[src/rtl/cnn_pkg.sv]
// rtl/cnn_pkg.sv - shared CNN datapath constants and collector state type
package cnn_pkg;

  localparam int DATA_W = 16;
  localparam int KERNEL = 4;

  typedef enum logic [1:0] {
    IDLE    = 2'd0,
    COLLECT = 2'd1,
    DRAIN   = 2'd2,
    DONE    = 2'd3
  } collect_state_t;

endpackage

[src/rtl/output_collect_4x4_if.sv]
// rtl/output_collect_4x4_if.sv - sample-in / element-out stream bundle of the output collector
interface output_collect_4x4_if;
  import cnn_pkg::*;

  logic                     in_valid;
  logic signed [DATA_W-1:0] in_data;
  logic                     in_last;
  logic                     out_ready;
  logic                     out_valid;
  logic signed [DATA_W-1:0] out_data;
  logic                     out_last;

  modport master (
    output in_valid, in_data, in_last, out_ready,
    input  out_valid, out_data, out_last
  );

  modport slave (
    input  in_valid, in_data, in_last, out_ready,
    output out_valid, out_data, out_last
  );

endinterface

[src/rtl/ofmap_buf.sv]
// rtl/ofmap_buf.sv - output-map register file, one synchronous write port, one registered read port
module ofmap_buf
  import cnn_pkg::*;
#(
  parameter int DEPTH = 9,
  parameter int AW    = 4
) (
  input  logic                     clk,
  input  logic                     rst_n,
  input  logic                     wr_en,
  input  logic [AW-1:0]            wr_addr,
  input  logic signed [DATA_W-1:0] wr_data,
  input  logic                     rd_en,
  input  logic [AW-1:0]            rd_addr,
  output logic signed [DATA_W-1:0] rd_data
);

  logic signed [DATA_W-1:0] mem [DEPTH];

  // storage write; contents deliberately survive reset
  always_ff @(posedge clk) begin
    if (wr_en) mem[wr_addr] <= wr_data;
  end

  // registered read, only advances when the consumer asks for the next element
  always_ff @(posedge clk or negedge rst_n) begin
    if (!rst_n)     rd_data <= '0;
    else if (rd_en) rd_data <= mem[rd_addr];
  end

endmodule

[src/rtl/output_collect_4x4.sv]
// rtl/output_collect_4x4.sv - collects a systolic-array output map and drains it as a ready/valid stream (option: OUTPUT_RELU_EN)
module output_collect_4x4
  import cnn_pkg::*;
#(
  parameter logic [5:0] IMG = 6'd6,
  parameter logic [5:0] PAD = 6'd0
) (
  input  logic                 clk,
  input  logic                 rst_n,
  output_collect_4x4_if.slave  bus,
  output logic                 done,
  output logic                 err
);

  localparam int SIZE  = int'(IMG) + 2 * int'(PAD);
  localparam int OUT   = SIZE - (KERNEL - 1);
  localparam int DEPTH = OUT * OUT;
  localparam int CNT_W = $clog2(DEPTH + 1);
  localparam logic [CNT_W-1:0] DEPTH_C = CNT_W'(DEPTH);

  collect_state_t           state;
  logic [CNT_W-1:0]         wr_cnt;
  logic [CNT_W-1:0]         rd_cnt;
  logic                     wr_en;
  logic signed [DATA_W-1:0] wr_data;
  logic                     rd_en;
  logic [CNT_W-1:0]         rd_addr;

  assign wr_en = bus.in_valid && (state == IDLE || state == COLLECT);

  // sample conditioning before storage
  always_comb begin
    wr_data = bus.in_data;
`ifdef OUTPUT_RELU_EN
    if (bus.in_data < 0) wr_data = '0;
`endif
  end

  // fetch element 0 on DRAIN entry, then prefetch the next one on each handshake
  assign rd_en   = (state == DRAIN) &&
                   (!bus.out_valid || (bus.out_ready && !bus.out_last));
  assign rd_addr = bus.out_valid ? rd_cnt + CNT_W'(1) : rd_cnt;

  ofmap_buf #(
    .DEPTH (DEPTH),
    .AW    (CNT_W)
  ) u_buf (
    .clk     (clk),
    .rst_n   (rst_n),
    .wr_en   (wr_en),
    .wr_addr (wr_cnt),
    .wr_data (wr_data),
    .rd_en   (rd_en),
    .rd_addr (rd_addr),
    .rd_data (bus.out_data)
  );

  // collector FSM with counters and registered stream/status outputs
  always_ff @(posedge clk or negedge rst_n) begin
    if (!rst_n) begin
      state         <= IDLE;
      wr_cnt        <= '0;
      rd_cnt        <= '0;
      bus.out_valid <= 1'b0;
      bus.out_last  <= 1'b0;
      done          <= 1'b0;
      err           <= 1'b0;
    end else begin
      case (state)
        IDLE, COLLECT: begin
          if (bus.in_valid) begin
            wr_cnt <= wr_cnt + CNT_W'(1);
            if (bus.in_last || (wr_cnt + CNT_W'(1) == DEPTH_C)) state <= DRAIN;
            else                                               state <= COLLECT;
          end
        end
        DRAIN: begin
          if (bus.in_valid) err <= 1'b1;
          if (!bus.out_valid) begin
            bus.out_valid <= 1'b1;
            bus.out_last  <= (wr_cnt == CNT_W'(1));
          end else if (bus.out_ready) begin
            rd_cnt <= rd_cnt + CNT_W'(1);
            if (bus.out_last) begin
              bus.out_valid <= 1'b0;
              bus.out_last  <= 1'b0;
              done          <= 1'b1;
              state         <= DONE;
            end else begin
              bus.out_last <= (rd_cnt + CNT_W'(2) == wr_cnt);
            end
          end
        end
        DONE: begin
          if (bus.in_valid) err <= 1'b1;
          done   <= 1'b0;
          wr_cnt <= '0;
          rd_cnt <= '0;
          state  <= IDLE;
        end
        default: state <= IDLE;
      endcase
    end
  end

endmodule

[src/flat_wrapper.sv]
// flat-port wrapper written by rule: the top's interface ports become plain ports
module output_collect_4x4_flat import cnn_pkg::*;
#(
  parameter logic [5:0] IMG = 6'd6,
  parameter logic [5:0] PAD = 6'd0
)
  (clk, rst_n, done, err, bus_in_valid, bus_in_data, bus_in_last, bus_out_ready, bus_out_valid, bus_out_data, bus_out_last);
  output_collect_4x4_if bus_i ();
  input  logic clk;
  input  logic rst_n;
  output logic done;
  output logic err;
  input wire logic [$bits(bus_i.in_valid)-1:0] bus_in_valid;
  input wire logic [$bits(bus_i.in_data)-1:0] bus_in_data;
  input wire logic [$bits(bus_i.in_last)-1:0] bus_in_last;
  input wire logic [$bits(bus_i.out_ready)-1:0] bus_out_ready;
  output wire logic [$bits(bus_i.out_valid)-1:0] bus_out_valid;
  output wire logic [$bits(bus_i.out_data)-1:0] bus_out_data;
  output wire logic [$bits(bus_i.out_last)-1:0] bus_out_last;
  assign bus_i.in_valid = bus_in_valid;
  assign bus_i.in_data = bus_in_data;
  assign bus_i.in_last = bus_in_last;
  assign bus_i.out_ready = bus_out_ready;
  assign bus_out_valid = bus_i.out_valid;
  assign bus_out_data = bus_i.out_data;
  assign bus_out_last = bus_i.out_last;
  output_collect_4x4 #(.IMG(IMG), .PAD(PAD)) u_core (.clk(clk), .rst_n(rst_n), .bus(bus_i), .done(done), .err(err));
endmodule
[config.mk]
export PLATFORM = sky130hd
export DESIGN_NAME = output_collect_4x4_flat
export DESIGN_NICKNAME = d
export VERILOG_FILES = /design/src/rtl/cnn_pkg.sv /design/src/rtl/output_collect_4x4_if.sv /design/src/rtl/ofmap_buf.sv /design/src/rtl/output_collect_4x4.sv /design/src/flat_wrapper.sv
export SDC_FILE = /design/constraint.sdc
export NUM_CORES = 1
export LEC_CHECK = 0
export ABC_AREA = 1
export ABC_CLOCK_PERIOD_IN_PS = 3000
export CAP_MARGIN = 0
export CORE_UTILIZATION = 45
export DETAILED_ROUTE_END_ITERATION = 16
export SLEW_MARGIN = 25
export SYNTH_ARGS = -nofsm -noshare
export SYNTH_HDL_FRONTEND = slang
export SYNTH_SLANG_ARGS = --single-unit
[constraint.sdc]
create_clock -name clk -period 3 [get_ports clk]
set_input_delay 0.6 -clock clk [delete_from_list [all_inputs] [get_ports clk]]
set_output_delay 0.6 -clock clk [all_outputs]
set_load 0.02 [all_outputs]
* After elaboration in Yosys (flattened, before gate mapping) *
Memories as Yosys holds them, arrays and structs flattened. A register that Yosys moved wholly into a read port is not among the register bits.
Cells that the tools add are included.

word-level totals
  memory bits (writable) = 144
  logic and storage cells = 66
  flip-flop bits (word level) = 14
  input bits = 21
  memories = 1

memory list
  name              depth  width  rd ports  clocked after memory_dff  write ports  line             text
  u_core.u_buf.mem  9      16     1         1                         1            ofmap_buf.sv:18  logic signed [DATA_W-1:0] mem [DEPTH];

operators by class
  muxes and demuxes = 24
  equal/unequal tests = 11
  $add $sub $neg = 3
  reductions and logical operators = 20

operators by type and width
  operator                                                count
  two-way mux 4 bit                                       4
  one-hot mux 4 bit (2 select lines)                      2
  two-way mux 1 bit                                       11
  two-way mux 2 bit                                       5
  adder 4 x 1 -> 4 bit (second input constant)            2
  AND reduction 4 bit                                     2
  inequality test 2 bit (second input constant)           3
  one-hot mux 2 bit (3 select lines)                      1
  AND reduction 2 bit                                     3
  adder 4 x 2 -> 4 bit (second input constant)            1
  equality test 2 bit (second input constant)             2
  equality test 4 x 1 -> 1 bit (second input constant)    1
  equality test 4 bit                                     1
  equality test 4 bit (second input constant)             1
  inequality test 2 x 1 -> 1 bit (second input constant)  2
  nonzero test 2 bit                                      2
  OR reduction 2 bit                                      2
  logical AND 1 bit                                       3
  logical NOT 1 bit                                       3
  logical OR 1 bit                                        3
  AND reduction 3 bit                                     1
  equality test 2 x 1 -> 1 bit (second input constant)    1
  logical NOT 2 bit                                       1
  one-hot mux 1 bit (2 select lines)                      1

* Logic depth before layout (Yosys ltp) *
Gate-level depths: netlist of run 1.

  word-level depth = 6
  gate-level depth with buffers = 10

* By module *
Synthesis of run 1 repeated with hierarchy kept, for this count alone.

unflattened totals
  cell total of the unflattened synthesis = 690
  area, all modules = 7487.2 um^2

by module, submodules not included
  module              times used  area an instance (um^2)  sequential area each (um^2)  cells an instance
  ofmap_buf           1           6623.9                   4724.5                       574
  output_collect_4x4  1           863.3                    350.3                        116

* Worst setup path before layout of run 1 *
Ideal clock, no wire load.

  kind = input to register
  from = input bus_in_valid
  to = memory u_core.u_buf.mem[8][0], enable pin
  data arrival time = 2092 ps
  cell stages on the path = 4
  data required time = 2591 ps
  slack = 499 ps
  path buffers = 0
  setup time = 409 ps
  path through = nand2_1 > inv_1 > nand2_1 > nor3_1

on the way
  word-level cells in the longest chain between the ends = 3

RTL lines
  element                                  line                      text
  from (decl)                              flat_wrapper.sv:13        input wire logic [$bits(bus_i.in_valid)-1:0] bus_in_valid;
  logical AND 1 bit                        output_collect_4x4.sv:29  assign wr_en = bus.in_valid && (state == IDLE || state == COLLECT);
  two-way mux 1 bit                        ofmap_buf.sv:22           if (wr_en) mem[wr_addr] <= wr_data;
  two-way mux 1 bit (not written as such)  ofmap_buf.sv:22
  to (decl)                                ofmap_buf.sv:18

No other way between the ends.

* Worst setup path after layout of run 1 *
  from = register u_core.bus.out_valid
  to = output bus_out_valid

RTL lines
  element                 line                         text
  from (decl)             output_collect_4x4_if.sv:20  output out_valid, out_data, out_last
  from (signal assigned)  output_collect_4x4.sv:64     bus.out_valid <= 1'b0;
  from (signal assigned)  output_collect_4x4.sv:80     bus.out_valid <= 1'b1;
  from (signal assigned)  output_collect_4x4.sv:85     bus.out_valid <= 1'b0;
  to (decl)               flat_wrapper.sv:17           output wire logic [$bits(bus_i.out_valid)-1:0] bus_out_valid;

No word-level cell between the ends.

==> results of run 1 <==
==> sequential cells by signal, summed over array words and instances, names as in the netlist <==
name	count
u_core.done	1
u_core.bus.out_valid	1
u_core.bus.out_last	1
u_core.rd_cnt	4
u_core.u_buf.mem	144
u_core.err	1
u_core.u_buf.rd_data	16
u_core.state	2
u_core.wr_cnt	4
==> where the power goes <==
part | internal (uW) | total, uW | leakage (uW) | switching [uW]
Combinational | 1090 | 3220 | 0.00176 | 2130
Sequential | 2980 | 3180 | 0.00165 | 202
Clock | 1350 | 2220 | 0.000279 | 862
==> stage by stage <==
step / hold slack (ps) / worst slack, ps
2_1_floorplan: 304 / 499
5_1_grt: 307 / 574
6_report: 260 / 670
3_5_place_dp: 448 / 665
4_1_cts: 281 / 638
3_3_place_gp: 442 / 663
==> path summary, 6_finish.rpt <==
path                                      start                       to  slack (ps)  cells after the start
max                        u_core.bus.out_valid            bus_out_valid         670                      1
min                                       rst_n         u_core.rd_cnt[3]         260                      1
max reg2reg                u_core.bus.out_valid  u_core.u_buf.rd_data[2]         760                      6
min reg2reg                          u_core.err               u_core.err         460                      1
max in group asynchronous                 rst_n  u_core.u_buf.rd_data[0]        2240                      1
min in group clk                     u_core.err               u_core.err         460                      1
==> cell type report <==
cell class	count	area, um^2	share of cell area, %
multi-input cells	382	1950	21.8
inverters	135	507	5.67
flip-flops and latches	174	5070	56.7
clock buffers	26	479	5.36
well taps	220	275	3.08
repair buffers	61	553	6.18
clock inverters	6	110	1.23
==> per-layer routing <==
| layer | vias up | share of wire (%) |
|---|---|---|
| met3 | 21 | 4.2 |
| met1 | 2474 | 46 |
| met4 | 0 | 1.5 |
| met5 | - | 0 |
| li1 | 2527 | - |
| met2 | 141 | 48 |
==> cells in the mapped netlist <==
master and n:
o21ai_1 1, clkbuf_1 2, o21ai_2 3, edfxtp_1 144, inv_2 4, buf_4 4
nor2_4 1, a31oi_1 1, o21bai_1 1, nand2_4 1, buf_2 21, nand3b_1 16
o21ai_0 8, a211oi_1 1, a32o_1 1, xnor2_1 2, dfrtp_1 30, o22ai_1 4
a21oi_1 34, xor2_1 2, a21o_1 1, nand3_1 164, ha_1 7, nand2_2 2
o21ai_4 1, buf_6 6, inv_1 131, nor2_1 25, nand2_1 101, nor3_1 5
==> logic make-up (layout without fill, tap and decap cells) <==
logic type / after synthesis / in the layout / share of synthesized area [%]
compound gates: 56 / 56 / 4.17
xor+xnor: 4 / 4 / 0.454
fa+ha+maj: 7 / 7 / 1.14
buf+inv: 168 / 228 / 9.30
flops: 174 / 174 / 65.8
simple gates: 315 / 315 / 19.1
==> results.yml, run 1 <==
outcome:
  status: "completed"
layout:
  final_common_cell: "nand3_1"
  fill_cells: 1426
  mostFrequentLayoutCells: "nand3_1, edfxtp_1, inv_1"
  drive_gt1_share_pct: 8.29
  diodes: 0
  fin_area_um2: 8940
  final_nets: 799
  area_delta_synth_final_pct: 16.0
  fin_util_pct: 53.7
  fin_cells: 1004
floorplan:
  num_rows: 47
  ioPinCount: 41
  die_h_um: 133
  start_util_pct: 46.3
  core_um2: 16600
  fp.dieW_um: 133
  die_area_um2: 17700
hold_path:
  hp-class: "in -> async"
logic_synthesis:
  syn_inst: 724
  yosysTopAreaCell: "edfxtp_1"
  yosysUniqueCellTypes: 30
  syn_avg_cell_area_um2: 10.6
  syn_area_um2: 7710
  seq_area_frac_synth_pct: 65.8
  synthTopCellsByArea: "edfxtp_1, nand3_1, dfrtp_1, inv_1, nand2_1"
  yosysWarnings: 0
  synth_top_area_share_pct: 56.1
  syn_nets: 752
  ys_ff_latch: 174
clocking:
  postCtsSetupBuffers: 0
  clockBufferDepth: 2
  tritoncts: "built"
  clock-root-buffer: "clkbuf_16"
  clkTransAtPathRegs_ps: 60
  clk_latency_ps: 430
  cts.sinks: 174
  hold_buffers: 0
  htreeDepth: 4
  ctsResizeCount: 0
  cts_buffers: 17
setup_path:
  setup.worst_path.class: "reg -> out"
  critPathTopFamily: "buffers and inverters"
  cp.required_ps: 2400
  critical_path.max_fanout: 12
  setup.worst_path.start_class: "flip-flop"
  path_cells: "clkdlybuf4s50_1"
  crit_path_end_kind: "output port"
  cpMaxStageDelayCell: "clkdlybuf4s50_1"
  critPathMaxStageDelay_ps: 690
  critPathArrivalTime_ps: 1730
  path_buf_inv: 1
grt:
  gr-total-overflow: 0
  use_met1_pct: 28.5
  antenna_found_initial: 0
  grt_pass1_wl_um: 27900
  grtUsageMet3_pct: 4.64
  grt_pass1_vias: 5156
  grt_use_total_pct: 21.1
  grt-busiest-layer: "met2"
  grt_max_degree: 41
  grt_util_met2_pct: 34.2
routing:
  drt.antenna.violating_nets: 0
  drc: 0
  via_per_inst: 5.14
  wl_per_cell_um: 17.2
  first_pass_iters: 5
  drtIter0Drc: 412
  vias: 5163
  routed_wl_um: 17300
sta:
  max_freq_mhz: 429
  rsz0062_at_grt: "false"
  final.min_clock_period_ps: 2330
  fin_setup_tns_ps: 0
  relSlewSlack_pct: 34.0
  tightestPinTransition_ps: 991
  slew_violations: 0
  skew_ps: 7.25
  period_share_pct: 77.7
  hold_viol_final: 0
  finalSetupViolCount: 0
pwr:
  powerDensity_nw_per_um2: 964
  power.total_uw: 8620
  vdd_drop_max_mv: 0.513
  p_leak_uw: 0.00369
placed_design:
  dpl.cell_count: 972
  dp_hpwl_um: 10900
  io_buffers: 40
  post_dp_cell_area_um2: 8360
  gp_congestion: 0.839
flow_run:
  drv_cap: 0
No activity file was read; power rests on OpenSTA's default activity.
==> run 2: changes to the inputs <==
- ABC_CLOCK_PERIOD_IN_PS: 3000 -> 2380
- clock period: 3 -> 2.38 ns (I/O delays scaled with it)
==> run 2 against run 1 <==
Net effect:
- critical path depth rose by 1
- routed wire length rose by 1.0%
- sequential power rose by 25%
- sequential share of layout area fell by 0.94 points
- cell count rose by 0.40%
- sequential cell count did not move
- combinational power rose by 34%
- critical path type unchanged
- critical endpoint unchanged
==> results.yml, run 2 (same netlist as run 1, synthesis figures left out) <==
placed_design:
  gp_congestion: 0.889
  post_dp_cell_area_um2: 8470
  dp_hpwl_um: 11100
  io_buffers: 40
clocking:
  clockBufferDepth: 2
  clkTransAtPathRegs_ps: 70
  cts.sinks: 174
  postCtsSetupBuffers: 0
  tritoncts: "built"
  ctsResizeCount: 0
  clk_latency_ps: 440
  hold_buffers: 0
  cts_buffers: 17
  clock-root-buffer: "clkbuf_16"
  htreeDepth: 4
layout:
  largest_registers: "u_core.u_buf.mem (144), u_core.u_buf.rd_data (16)"
  regMostFlops: "u_core.u_buf.mem"
  final_common_cell: "nand3_1"
  drive_gt1_share_pct: 9.39
  fin_area_um2: 9090
  mostFrequentLayoutCells: "nand3_1, edfxtp_1, inv_1"
  area_delta_synth_final_pct: 18.0
  diodes: 0
  final_nets: 803
  fill_cells: 1425
  largest_reg_flops: 144
floorplan:
  num_rows: 47
  fp.dieW_um: 133
  start_util_pct: 46.3
  die_area_um2: 17700
  ioPinCount: 41
  die_h_um: 133
  core_um2: 16600
setup_path:
  r2r_cells: 7
  path_cells: "buf_4 -> clkdlybuf4s50_1"
  critPathArrivalTime_ps: 1710
  cpMaxStageDelayCell: "clkdlybuf4s50_1"
  critPathMaxStageDelay_ps: 620
  crit_path_end_kind: "output port"
  setup.worst_path.start_class: "flip-flop"
  cp.required_ps: 1900
  critical_path.max_fanout: 7
  setup.worst_path.class: "reg -> out"
routing:
  vias: 5226
  routed_wl_um: 17500
  first_pass_iters: 5
  drtIter0Drc: 421
  via_per_inst: 5.18
  drt.antenna.violating_nets: 0
  drc: 0
  wl_per_cell_um: 17.3
sta:
  tightestPinTransition_ps: 970
  finalSetupViolCount: 0
  hold_viol_final: 0
  max_freq_mhz: 457
  whs_ps: 115
  slew_violations: 0
  relSlewSlack_pct: 35.3
  final.min_clock_period_ps: 2190
  rsz0062_at_grt: "false"
  fin_setup_tns_ps: 0
  skew_ps: 13.2
  period_share_pct: 92.0
outcome:
  status: "completed"
grt:
  antenna_found_initial: 0
  gr-total-overflow: 0
  grt_max_degree: 65
  grt_use_total_pct: 21.1
  grt_pass1_vias: 5070
  grt_pass1_wl_um: 27800
flow_run:
  drv_cap: 0
pwr:
  vdd_drop_max_mv: 0.611
  powerDensity_nw_per_um2: 1230
  power.total_uw: 11200
  p_leak_uw: 0.00376
hold_path:
  hp-class: "in -> async"
[run 2: cell types whose count changed in the layout (fill, tap and decap cells not counted), sizes merged]
cell    delta
clkbuf     -8
buf        +4
inv        +2
bufinv     +1
clkinv     +5
[run 2: worst paths after layout]
path	endpoint	slack (ps)	startpoint
min in group clk	u_core.err	480	u_core.err
max in group asynchronous	u_core.u_buf.rd_data[9]	1740	rst_n
setup / recovery	bus_out_valid	190	u_core.bus.out_valid
hold reg to reg	u_core.err	480	u_core.err
hold / removal	u_core.u_buf.rd_data[4]	120	rst_n
setup reg to reg	u_core.u_buf.rd_data[7]	270	u_core.rd_cnt[1]
[run 2: report_power, final]
part	internal, uW	total [uW]	switching (uW)
Clock	1760	2930	1170
Sequential	3750	3980	225
Combinational	1510	4320	2800
[run 2: per-layer routing]
metal	track usage [%]	up-vias	wire length, um
met4	7.66	0	223
li1	-	2542	-
met2	34.9	114	8600
met1	27.9	2549	7960
met3	3.98	21	669
met5	0	-	0
[run 2: through the flow]
| stage | instances | setup slack, ps | utilization (%) |
|---|---|---|---|
| floorplan | 724 | 40.2 | - |
| global placement | 976 | 377 | 50.9 |
| detailed placement | 976 | 297 | 50.9 |
| CTS | 1008 | 181 | 54.7 |
| global route | 1008 | 122 | 54.7 |
| finish | 1008 | 190 | 54.7 |
[run 2: cell type report]
type | instances | area [um^2] | area share [%]
Sequential cell | 174 | 5070 | 55.8
Tap cell | 220 | 275 | 3.03
Timing Repair Buffer | 65 | 671 | 7.37
Clock buffer | 18 | 429 | 4.72
Multi-Input combinational cell | 382 | 1950 | 21.4
Clock inverter | 14 | 193 | 2.12
Inverter | 135 | 507 | 5.57
[run 2: worst max-delay path, delay by kind of cell (launching register included)]
kind,cells,cell delay [ps]
buffers and inverters,2,820
flip-flops,1,460
==> run 3: changes to the inputs <==
--- a/constraint.sdc
+++ b/constraint.sdc
@@ -3,2 +3,2 @@
 set_output_delay 0.476 -clock clk [all_outputs]
-set_load 0.02 [all_outputs]
+set_load 0.005 [all_outputs]
==> results of run 3 <==
The final DEF is identical to that of run 2. Status: completed.
Among the figures that moved: clock-pin slew on the worst setup and hold paths 70 ps -> 60 ps; setup slack after layout 190 ps -> 270 ps; start point of the critical path u_core.bus.out_valid -> u_core.rd_cnt[1]; end point of the critical path bus_out_valid -> u_core.u_buf.rd_data[7]; total power 11200 uW -> 11000 uW; worst IR drop on VDD 0.611 mV -> 0.610 mV
